**src/rtl/instr_encoder.sv**
```systemverilog
`default_nettype none
// ============================================================================
// instr_encoder : encodes instruction requests into 32-bit words and writes
//                 them sequentially into an instruction memory.
// Revision      : 1.0
// ============================================================================
module instr_encoder #(
   parameter int WIDTH = 32,
   parameter int DEPTH = 64,
   localparam int AW = $clog2(DEPTH)
) (
   input  logic             clk,
   input  logic             reset,
   input  logic             in_valid,
   output logic             in_ready,
   input  logic [3:0]       in_op,
   input  logic [4:0]       in_rs,
   input  logic [4:0]       in_rt,
   input  logic [4:0]       in_rd,
   input  logic [4:0]       in_shamt,
   input  logic [25:0]      in_imm,
   input  logic             in_last,
   output logic             mem_we,
   output logic [AW-1:0]    mem_addr,
   output logic [WIDTH-1:0] mem_wdata,
   output logic             done,
   output logic             err,
   output logic [AW:0]      count
);

   typedef enum logic [1:0] {
      ACCEPT = 2'd0,
      WRITE  = 2'd1,
      FULL   = 2'd2
   } state_t;

   localparam logic [AW-1:0] PTR_LAST = AW'(DEPTH - 1);
   localparam logic [AW-1:0] PTR_ONE  = AW'(1);
   localparam logic [AW:0]   CNT_ONE  = (AW + 1)'(1);

   state_t           state_q, state_d;
   logic [WIDTH-1:0] word_q, word_d;
   logic             last_q, last_d;
   logic [AW-1:0]    wr_ptr_q, wr_ptr_d;
   logic [AW:0]      count_q, count_d;
   logic             err_q, err_d;
   logic             done_q, done_d;

   logic [WIDTH-1:0] enc_word;
   logic             op_illegal;

   always_comb begin
      enc_word   = '0;
      op_illegal = 1'b0;
      case (in_op)
         4'd0, 4'd1, 4'd2, 4'd3, 4'd4:
            enc_word = {6'b000000, in_rs, in_rt, in_rd, in_shamt, {2'b00, in_op}};
         4'd5:    enc_word = {6'd4, in_rs, in_rt, in_imm[15:0]};
         4'd6:    enc_word = {6'd5, in_rs, in_rt, in_imm[15:0]};
         4'd7:    enc_word = {6'd6, in_rs, in_rt, in_imm[15:0]};
         4'd8:    enc_word = {6'd2, in_imm};
         4'd9:    enc_word = {6'd3, in_imm};
         default: op_illegal = 1'b1;
      endcase
   end

   always_comb begin
      state_d  = state_q;
      word_d   = word_q;
      last_d   = last_q;
      wr_ptr_d = wr_ptr_q;
      count_d  = count_q;
      err_d    = err_q;
      done_d   = 1'b0;
      case (state_q)
         ACCEPT: begin
            if (in_valid) begin
               if (op_illegal) begin
                  err_d = 1'b1;
               end else begin
                  word_d  = enc_word;
                  last_d  = in_last;
                  state_d = WRITE;
               end
            end
         end
         WRITE: begin
            if (last_q) begin
               done_d   = 1'b1;
               wr_ptr_d = '0;
               count_d  = '0;
               state_d  = ACCEPT;
            end else begin
               count_d = count_q + CNT_ONE;
               // Pointer parks on the last word in FULL instead of wrapping
               if (wr_ptr_q == PTR_LAST) begin
                  state_d = FULL;
               end else begin
                  wr_ptr_d = wr_ptr_q + PTR_ONE;
                  state_d  = ACCEPT;
               end
            end
         end
         FULL:    state_d = FULL;
         default: state_d = ACCEPT;
      endcase
   end

   always_ff @(posedge clk) begin
      if (reset) begin
         state_q  <= ACCEPT;
         word_q   <= '0;
         last_q   <= 1'b0;
         wr_ptr_q <= '0;
         count_q  <= '0;
         err_q    <= 1'b0;
         done_q   <= 1'b0;
      end else begin
         state_q  <= state_d;
         word_q   <= word_d;
         last_q   <= last_d;
         wr_ptr_q <= wr_ptr_d;
         count_q  <= count_d;
         err_q    <= err_d;
         done_q   <= done_d;
      end
   end

   assign in_ready  = (state_q == ACCEPT);
   assign mem_we    = (state_q == WRITE);
   assign mem_addr  = wr_ptr_q;
   assign mem_wdata = word_q;
   assign done      = done_q;
   assign err       = err_q;
   assign count     = count_q;

endmodule
`default_nettype wire

```
**config.mk**
```make
export PLATFORM = sky130hd
export DESIGN_NAME = instr_encoder
export DESIGN_NICKNAME = d
export VERILOG_FILES = /design/src/rtl/instr_encoder.sv
export SDC_FILE = /design/constraint.sdc
export NUM_CORES = 1
export LEC_CHECK = 0
export CORE_MARGIN = 2
export CORE_UTILIZATION = 30
export DETAILED_ROUTE_END_ITERATION = 8
export DONT_BUFFER_PORTS = 1
export GPL_ROUTABILITY_DRIVEN = 0
export GPL_TIMING_DRIVEN = 0
export HOLD_SLACK_MARGIN = 0.1
export PLACE_DENSITY_LB_ADDON = 0.3
export SETUP_SLACK_MARGIN = 0.05
export SLEW_MARGIN = 20
export SYNTH_ARGS = -nofsm -noshare
export SYNTH_HDL_FRONTEND = slang
export SYNTH_SLANG_ARGS = --single-unit
```
**constraint.sdc**
```tcl
create_clock -name clk -period 3.42 [get_ports clk]
set_input_delay 0.684 -clock clk [delete_from_list [all_inputs] [get_ports clk]]
set_output_delay 0.684 -clock clk [all_outputs]
set_load 0.03 [all_outputs]
```
# --- Word level (Yosys, flattened, before mapping) ---
# Cells that the tools add are included.
word_totals:
  ram_bits: 0
  mem_bits_ro: 0
  register_bits: 50
  latchBits: 0
  mem_count: 0
  word_cells: 45
  output_inout_bits: 49
op_classes:
  add_sub_neg: 2
  eq_ne: 15
  n_lt_le_gt_ge: 0
  reduce_logical: 9
  n_shift: 0
  n_bitwise: 2
  multipliers: 0
  n_mux: 10
  n_div: 0
op_table:
  columns: ["cell", "n"]
  rows:
  - ["$pmux W29 S6", 1]
  - ["$eq A4 B3 Y1 const B", 4]
  - ["$mux W6", 2]
  - ["$reduce_or A10 Y1", 1]
  - ["$eq A4 B2 Y1 const B", 2]
  - ["$eq A4 B4 Y1 const B", 2]
  - ["$mux W2", 4]
  - ["$add A7 B1 Y7 const B", 1]
  - ["$mux W7", 1]
  - ["$add A6 B1 Y6 const B", 1]
  - ["$eq A6 B6 Y1 const B", 1]
  - ["$ne A2 B2 Y1 const B", 3]
  - ["$pmux W2 S3", 1]
  - ["$reduce_and A3 Y1", 2]
  - ["$reduce_or A5 Y1", 1]
  - ["$eq A4 B1 Y1 const B", 1]
  - ["$logic_not A4 Y1", 1]
  - ["$reduce_and A2 Y1", 2]
  - ["$eq A2 B1 Y1 const B", 1]
  - ["$eq A2 B2 Y1 const B", 1]
  - ["$logic_not A2 Y1", 1]
  - ["$not A1 Y1", 2]
  - ["$reduce_or A2 Y1", 1]
  - ["$mux W1", 1]

# --- Logic depth before layout (Yosys ltp) ---
# Gate-level depths: netlist of the first run.
depth:
  depth_word: 5
  ltp_mapped: 7

# --- Least setup slack after synthesis of the first run ---
# Ideal clock, no wire load.
synth_path:
  path_kind: "input -> register"
  start: "in in_valid"
  end: "reg word_q[16], in the netlist mem_wdata[16]"
  slack_ns: 1.511
  setup_ns: 0.132
  cell_stages: 6
  t_arrival_ns: 1.777
  path_cell_list: "or3b_4 > a21o_1 > buf_6 > buf_2 > a221oi_1 > nor3_1"
synth_between:
  elab_chain_len: 1
synth_rtl:
  columns: ["item", "line_no", "rtl"]
  rows:
  - ["start: declaration", "14", "input logic in_valid,"]
  - ["$reduce_and A3 Y1 (no line)", null, null]
  - ["end signal: assignment", "120", "word_q <= word_d;"]
  - ["end: declaration", "42", "logic [WIDTH-1:0] word_q, word_d;"]
# Every way passes these cells.
# A chain may end at the register's enable or synchronous reset.

# --- Final worst setup path of the first run ---
layout_path:
  start: "reg state_q[0]"
  end: "out mem_we"
layout_between:
  elab_chain_len: 1
layout_rtl:
  columns: ["item", "line_no", "rtl"]
  rows:
  - ["start: declaration", "41", "state_t state_q, state_d;"]
  - ["start signal: assignment", "119", "state_q <= state_d;"]
  - ["$eq A2 B1 Y1", "130", "assign mem_we = (state_q == WRITE);"]
  - ["end: declaration", "23", "output logic mem_we,"]
# Every way passes these cells.

==> results of run 1 <==
-- cell type report --
type	instances	area, um2	share of cell area (%)
tap	77	96.3	4.35
inverter	2	7.51	0.339
clock inverter	3	18.8	0.847
buffer	21	105	4.74
multi-input combinational	170	978	44.2
clock buffer	5	68.8	3.11
sequential	47	941	42.5
-- power breakdown --
part	internal [uW]	leakage, uW	switching (uW)
Clock	144	0.0000483	194
Sequential	576	0.000384	76.7
Combinational	46.1	0.000364	78.7
Total	767	0.000796	350
-- flip-flops by register name, summed over array words and instances, names as in the netlist --
name       count
count          7
mem_wdata     29
err            1
state_q        2
done           1
mem_addr       6
last_q         1
-- final timing paths --
kind	endpoint	slack (ns)	cells after the start
max	mem_we	1.41	2
min	last_q	0.51	2
max reg2reg	mem_wdata[25]	1.57	5
min reg2reg	state_q[1]	0.53	2
-- stage by stage --
step	hold slack [ns]	utilization, %	setup slack [ns]	cell area, um2
2_1_floorplan	0.484	-	1.51	2030
3_3_place_gp	0.503	33.1	1.16	2130
3_5_place_dp	0.519	33.1	1.15	2130
4_1_cts	0.497	34.5	1.39	2220
5_1_grt	0.506	34.5	1.27	2220
6_report	0.511	34.5	1.41	2220
-- routing by layer --
| metal | track usage (%) | part of all wire, % | vias up |
|---|---|---|---|
| met4 | 3.75 | 0.59 | 0 |
| met1 | 18.2 | 44 | 805 |
| met3 | 4.43 | 8.2 | 4 |
| met5 | 0 | 0 | - |
| li1 | - | - | 876 |
| met2 | 23.7 | 47 | 71 |
-- cells in the final DEF (no fill, tap or decap), drive strengths merged, types with 3 or more instances in the layout --
master and instances:
dfxtp 47, nor2 40, nor3 27, a221oi 22, nand2 17, clkbuf 16
a21oi 14, buf 10, or3 5, o21ai 4, nand2b 3, nand3 3
xnor2 3, conb 3, inv 3
-- cells by family after synthesis --
kind of cell | share of synthesized area [%]
adders and majority gates | 1.24
DFF | 46.5
and+or+nand+nor | 25.0
AOI/OAI and AO/OA | 18.9
other | 0.185
buffers and inverters | 5.56
muxes | 0.494
xor gates and xnor gates | 2.16
-- critical path, delay by kind of cell (launching register included) --
kind                   cells  cell delay, ns
and+or+nand+nor            1            0.26
buffers and inverters      1            0.37
DFF                        1            0.39
==> run_summary.xml, run 1 <==
<?xml version="1.0" encoding="UTF-8"?>
<metrics>
  <group name="placed_design">
    <metric name="place_inst" unit="">317</metric>
    <metric name="detailed_placer_s_ending_hpwl" unit="um">3990</metric>
    <metric name="port_buffers" unit="">0</metric>
  </group>
  <group name="sta">
    <metric name="layout_min_cycle_time" unit="ns">2.01</metric>
    <metric name="finalSetupTns" unit="ns">0</metric>
    <metric name="max_clock_freq" unit="GHz">0.498</metric>
    <metric name="period_share" unit="%">58.7</metric>
    <metric name="rsz0062_at_grt" unit="">no</metric>
    <metric name="max-slew-margin-rel" unit="%">51.1</metric>
    <metric name="timing.final.max_slew_violations" unit="">0</metric>
    <metric name="worst_pin_slew" unit="ns">0.731</metric>
    <metric name="finalHoldViolCount" unit="">0</metric>
    <metric name="finalSetupViolations" unit="">0</metric>
    <metric name="timing.clock.skew" unit="ns">0.00972</metric>
  </group>
  <group name="setup_path">
    <metric name="cpPeakStageDelay" unit="ns">0.39</metric>
    <metric name="startpoint_type" unit="">register</metric>
    <metric name="cells_along_the_critical_path" unit="">nor2b_1, buf_2</metric>
    <metric name="cpMaxStageDelayCell" unit="">dfxtp_1</metric>
    <metric name="crit_fanout" unit="">10</metric>
    <metric name="worstSetupEndpointType" unit="">output pin</metric>
    <metric name="worst_r2r_startpoint" unit="">state_q[1]</metric>
    <metric name="critical_path_arrival" unit="ns">1.32</metric>
    <metric name="crit_type" unit="">register to output pin</metric>
    <metric name="critical_path_required" unit="ns">2.74</metric>
    <metric name="crit_path_from" unit="">state_q[0]</metric>
  </group>
  <group name="synthesis">
    <metric name="synth.most_common_cell" unit="">dfxtp_1</metric>
    <metric name="synthDominantAreaCellType" unit="">dfxtp_1</metric>
    <metric name="postSynth.topFlopCell" unit="">dfxtp_1</metric>
    <metric name="synth-edff-count" unit="">0</metric>
    <metric name="yosys-top-cells-area" unit="">dfxtp_1 (46%), a221oi_1 (9.5%), nor2_1 (7.4%)</metric>
    <metric name="synth_largest_type_area_fraction" unit="%">46.5</metric>
    <metric name="synth_cell_type_count" unit="">41</metric>
    <metric name="yosysSeqAreaShare" unit="%">46.5</metric>
    <metric name="synth_top_cells_by_count" unit="">dfxtp_1 (47), nor2_1 (40), nor3_1 (27), a221oi_1 (22), nand2_1 (17)</metric>
    <metric name="netlist_instances" unit="">238</metric>
    <metric name="synth_area" unit="um2">2020</metric>
    <metric name="synth_warnings" unit="">0</metric>
    <metric name="synth_async_sr_flop_share" unit="%">0</metric>
    <metric name="ys_seq_elements" unit="">47</metric>
    <metric name="syn_area_per_cell" unit="um2">8.51</metric>
  </group>
  <group name="final_layout">
    <metric name="finish.cell_count_without_fillers" unit="">325</metric>
    <metric name="flow.area_growth_from_synthesis" unit="%">9.46</metric>
    <metric name="antennaDiodeCount" unit="">0</metric>
    <metric name="layout.filler_cells" unit="">673</metric>
    <metric name="layout.nets" unit="">303</metric>
    <metric name="drive_above_1_share" unit="%">8.47</metric>
  </group>
  <group name="clock_network">
    <metric name="cts.hold.buffers_added" unit="">0</metric>
    <metric name="tritoncts_num_sinks" unit="">47</metric>
    <metric name="post_cts.resized_instances" unit="">0</metric>
    <metric name="cts_buffers" unit="">5</metric>
    <metric name="tritoncts" unit="">done</metric>
    <metric name="ctsHtreeMaxLevel" unit="">2</metric>
    <metric name="cts_setup_buffers" unit="">0</metric>
    <metric name="ctsRootBufferMaster" unit="">clkbuf_8</metric>
    <metric name="worst_setup_hold_path_clk_slew" unit="ns">0.09</metric>
    <metric name="cts-root-to-sink-buffers" unit="">2</metric>
    <metric name="worstSkewPairLatency" unit="ns">0.30</metric>
  </group>
  <group name="floorplan">
    <metric name="die_area" unit="um2">7420</metric>
    <metric name="placement_rows" unit="">29</metric>
    <metric name="die_width" unit="um">86.1</metric>
    <metric name="floorplan.initialDensity" unit="%">31.5</metric>
    <metric name="die-height" unit="um">86.1</metric>
    <metric name="core_area" unit="um2">6420</metric>
    <metric name="pin_count" unit="">103</metric>
  </group>
  <group name="drt">
    <metric name="drc" unit="">0</metric>
    <metric name="avgViaCountPerCell" unit="">5.40</metric>
    <metric name="drt_iter0_drc" unit="">53</metric>
    <metric name="ant_nets" unit="">0</metric>
    <metric name="first_pass_iters" unit="">4</metric>
    <metric name="vias" unit="">1756</metric>
    <metric name="wl_per_cell" unit="um">16.3</metric>
    <metric name="finalWirelength" unit="um">5290</metric>
  </group>
  <group name="grt">
    <metric name="grt_pass1_vias" unit="">1632</metric>
    <metric name="grt_use_total" unit="%">14.4</metric>
    <metric name="grt.overflow.total" unit="">0</metric>
    <metric name="number_of_antenna_violations_at_the_first_check_in_global_routing" unit="">0</metric>
    <metric name="grt_start_max_net_pins" unit="">16</metric>
    <metric name="grt_first_pass_wirelength" unit="um">8400</metric>
  </group>
  <group name="power">
    <metric name="p_leak" unit="uW">0.000796</metric>
    <metric name="power.density_cell_area" unit="nW/um2">504</metric>
    <metric name="total_power_after_layout" unit="uW">1120</metric>
    <metric name="worst_ir_drop_vdd" unit="mV">0.146</metric>
  </group>
  <group name="hold_path">
    <metric name="holdCritStartpoint" unit="">in_last</metric>
    <metric name="hold_path_class" unit="">primary input to register</metric>
  </group>
  <group name="status">
    <metric name="run_status" unit="">complete, no violations</metric>
  </group>
  <group name="flow_run">
    <metric name="cap_viol_max_count" unit="">0</metric>
  </group>
</metrics>
No activity file was read; power rests on OpenSTA's default activity.
==> inputs of run 2 (changes only) <==
- clock period: 3.42 -> 2 ns (I/O delays scaled with it)
==> run 2 against run 1 <==
  * Critical path type is now register to register
  * Sequential share of layout area decreased by 0.12 points
  * First-iteration DRC count increased by 5.7%
  * Combinational power increased by 72%
  * Via count grew 0.23%
  * Die area unchanged
  * Highest routed layer unchanged
  * Sequential cell count is the same
  * Global-route usage is the same
==> run_summary.xml, run 2 (synthesis results as in run 1) <==
<?xml version="1.0" encoding="UTF-8"?>
<metrics>
  <group name="status">
    <metric name="run_status" unit="">complete, no violations</metric>
  </group>
  <group name="final_layout">
    <metric name="leading_cell_type_in_the_layout_fill_and_taps_excluded" unit="">dfxtp_1</metric>
    <metric name="layout.filler_cells" unit="">674</metric>
    <metric name="finish.utilization" unit="%">34.6</metric>
    <metric name="drive_above_1_share" unit="%">8.87</metric>
    <metric name="final_cell_area" unit="um2">2220</metric>
    <metric name="layout.nets" unit="">303</metric>
    <metric name="flow.area_growth_from_synthesis" unit="%">9.77</metric>
    <metric name="layout.cells.most_common_list" unit="">dfxtp_1 (47), nor2_1 (40), nor3_1 (27)</metric>
    <metric name="max_reg_flops" unit="">29</metric>
    <metric name="antennaDiodeCount" unit="">0</metric>
    <metric name="finish.cell_count_without_fillers" unit="">325</metric>
  </group>
  <group name="drt">
    <metric name="ant_nets" unit="">0</metric>
    <metric name="vias" unit="">1760</metric>
    <metric name="drt_iter0_drc" unit="">56</metric>
    <metric name="finalWirelength" unit="um">5310</metric>
    <metric name="first_pass_iters" unit="">4</metric>
    <metric name="drc" unit="">0</metric>
    <metric name="wl_per_cell" unit="um">16.3</metric>
    <metric name="avgViaCountPerCell" unit="">5.42</metric>
  </group>
  <group name="sta">
    <metric name="timing.clock.skew" unit="ns">0.0104</metric>
    <metric name="finalHoldViolCount" unit="">0</metric>
    <metric name="layout_min_cycle_time" unit="ns">1.82</metric>
    <metric name="timing.final.max_slew_violations" unit="">0</metric>
    <metric name="rsz0062_at_grt" unit="">yes</metric>
    <metric name="worst_pin_slew" unit="ns">0.732</metric>
    <metric name="finalSetupTns" unit="ns">0</metric>
    <metric name="max-slew-margin-rel" unit="%">51.0</metric>
    <metric name="max_clock_freq" unit="GHz">0.550</metric>
    <metric name="period_share" unit="%">91.0</metric>
    <metric name="finalSetupViolations" unit="">0</metric>
  </group>
  <group name="setup_path">
    <metric name="worstReg2RegEnd" unit="">mem_wdata[6]</metric>
    <metric name="worst-r2r-setup-slack" unit="ns">0.18</metric>
    <metric name="worst_r2r_startpoint" unit="">state_q[1]</metric>
    <metric name="worstSetupEndpointType" unit="">register</metric>
    <metric name="crit_fanout" unit="">10</metric>
    <metric name="critical_path_arrival" unit="ns">2.00</metric>
    <metric name="startpoint_type" unit="">register</metric>
    <metric name="crit_type" unit="">register to register</metric>
    <metric name="critical_path_required" unit="ns">2.18</metric>
    <metric name="reg2reg_depth" unit="">5</metric>
  </group>
  <group name="floorplan">
    <metric name="die_width" unit="um">86.1</metric>
    <metric name="die_area" unit="um2">7420</metric>
    <metric name="core_area" unit="um2">6420</metric>
    <metric name="pin_count" unit="">103</metric>
    <metric name="floorplan.initialDensity" unit="%">31.5</metric>
    <metric name="placement_rows" unit="">29</metric>
    <metric name="die-height" unit="um">86.1</metric>
  </group>
  <group name="placed_design">
    <metric name="detailed_place.area" unit="um2">2130</metric>
    <metric name="detailed_placer_s_ending_hpwl" unit="um">3990</metric>
    <metric name="port_buffers" unit="">0</metric>
    <metric name="place_inst" unit="">317</metric>
  </group>
  <group name="clock_network">
    <metric name="ctsHtreeMaxLevel" unit="">2</metric>
    <metric name="tritoncts" unit="">done</metric>
    <metric name="cts_buffers" unit="">5</metric>
    <metric name="ctsRootBufferMaster" unit="">clkbuf_8</metric>
    <metric name="cts.hold.buffers_added" unit="">0</metric>
    <metric name="tritoncts_num_sinks" unit="">47</metric>
    <metric name="worstSkewPairLatency" unit="ns">0.30</metric>
    <metric name="cts_setup_buffers" unit="">0</metric>
    <metric name="post_cts.resized_instances" unit="">0</metric>
    <metric name="cts-root-to-sink-buffers" unit="">2</metric>
    <metric name="worst_setup_hold_path_clk_slew" unit="ns">0.10</metric>
  </group>
  <group name="grt">
    <metric name="grt_use_total" unit="%">14.4</metric>
    <metric name="grt_pass1_vias" unit="">1632</metric>
    <metric name="grt.overflow.total" unit="">0</metric>
    <metric name="grt_first_pass_wirelength" unit="um">8400</metric>
    <metric name="grt_start_max_net_pins" unit="">16</metric>
    <metric name="number_of_antenna_violations_at_the_first_check_in_global_routing" unit="">0</metric>
  </group>
  <group name="hold_path">
    <metric name="holdCritStartpoint" unit="">in_last</metric>
    <metric name="hold_path_class" unit="">primary input to register</metric>
    <metric name="timing.hold.worst_path_depth" unit="">2</metric>
    <metric name="endpoint_worst_hold" unit="">last_q</metric>
  </group>
  <group name="power">
    <metric name="p_leak" unit="uW">0.000799</metric>
    <metric name="worst_ir_drop_vdd" unit="mV">0.250</metric>
    <metric name="power.density_cell_area" unit="nW/um2">862</metric>
  </group>
  <group name="flow_run">
    <metric name="cap_viol_max_count" unit="">0</metric>
  </group>
</metrics>
-- run 2: metrics by stage --
stage	power [uW]	worst slack, ns	hold WS (ns)
2_1_floorplan	1300	0.357	0.484
3_3_place_gp	1350	0.0230	0.503
3_5_place_dp	1360	0.0131	0.519
4_1_cts	1950	0.151	0.213
5_1_grt	2020	0.0421	0.222
6_report	1920	0.180	0.224
-- run 2: where the power goes --
group          switching, uW  internal, uW
Combinational            135          79.3
Sequential               131           986
Clock                    338           247
Total                    605          1310
-- run 2: final cells by class --
cell class	count	area [um2]	area share, %
inverter	2	7.51	0.338
multi-input combinational	170	985	44.3
tap	77	96.3	4.34
clock inverter	3	18.8	0.845
sequential	47	941	42.3
clock buffer	5	68.8	3.10
buffer	21	105	4.73
-- run 2: routing by layer --
metal | global-route usage, % | wire [um] | share of wire (%) | vias up
met5 | 0 | 0 | 0 | -
met4 | 3.75 | 49 | 0.92 | 0
met3 | 4.43 | 436 | 8.2 | 6
met2 | 23.7 | 2490 | 47 | 69
met1 | 18.2 | 2340 | 44 | 806
li1 | - | - | - | 879
-- run 2: worst max path at each step --
stage,endpoint,startpoint,slack (ns),depth (start not counted)
after floorplan,mem_addr[1],mem_addr[0],0.36,5
after detailed placement,mem_wdata[6],in_op[3],0.01,6
after CTS,mem_wdata[25],state_q[1],0.15,5
final,mem_wdata[6],state_q[1],0.18,5
after global placement,mem_wdata[6],in_op[3],0.02,6
after global routing,mem_addr[5],mem_addr[0],0.04,5
-- run 2: critical path, cell delays in order (launching register included) --
cell	delay [ns]
dfxtp_1	0.36
or3b_4	0.43
a21o_1	0.19
clkbuf_1	0.30
a221oi_1	0.34
nor3_1	0.08
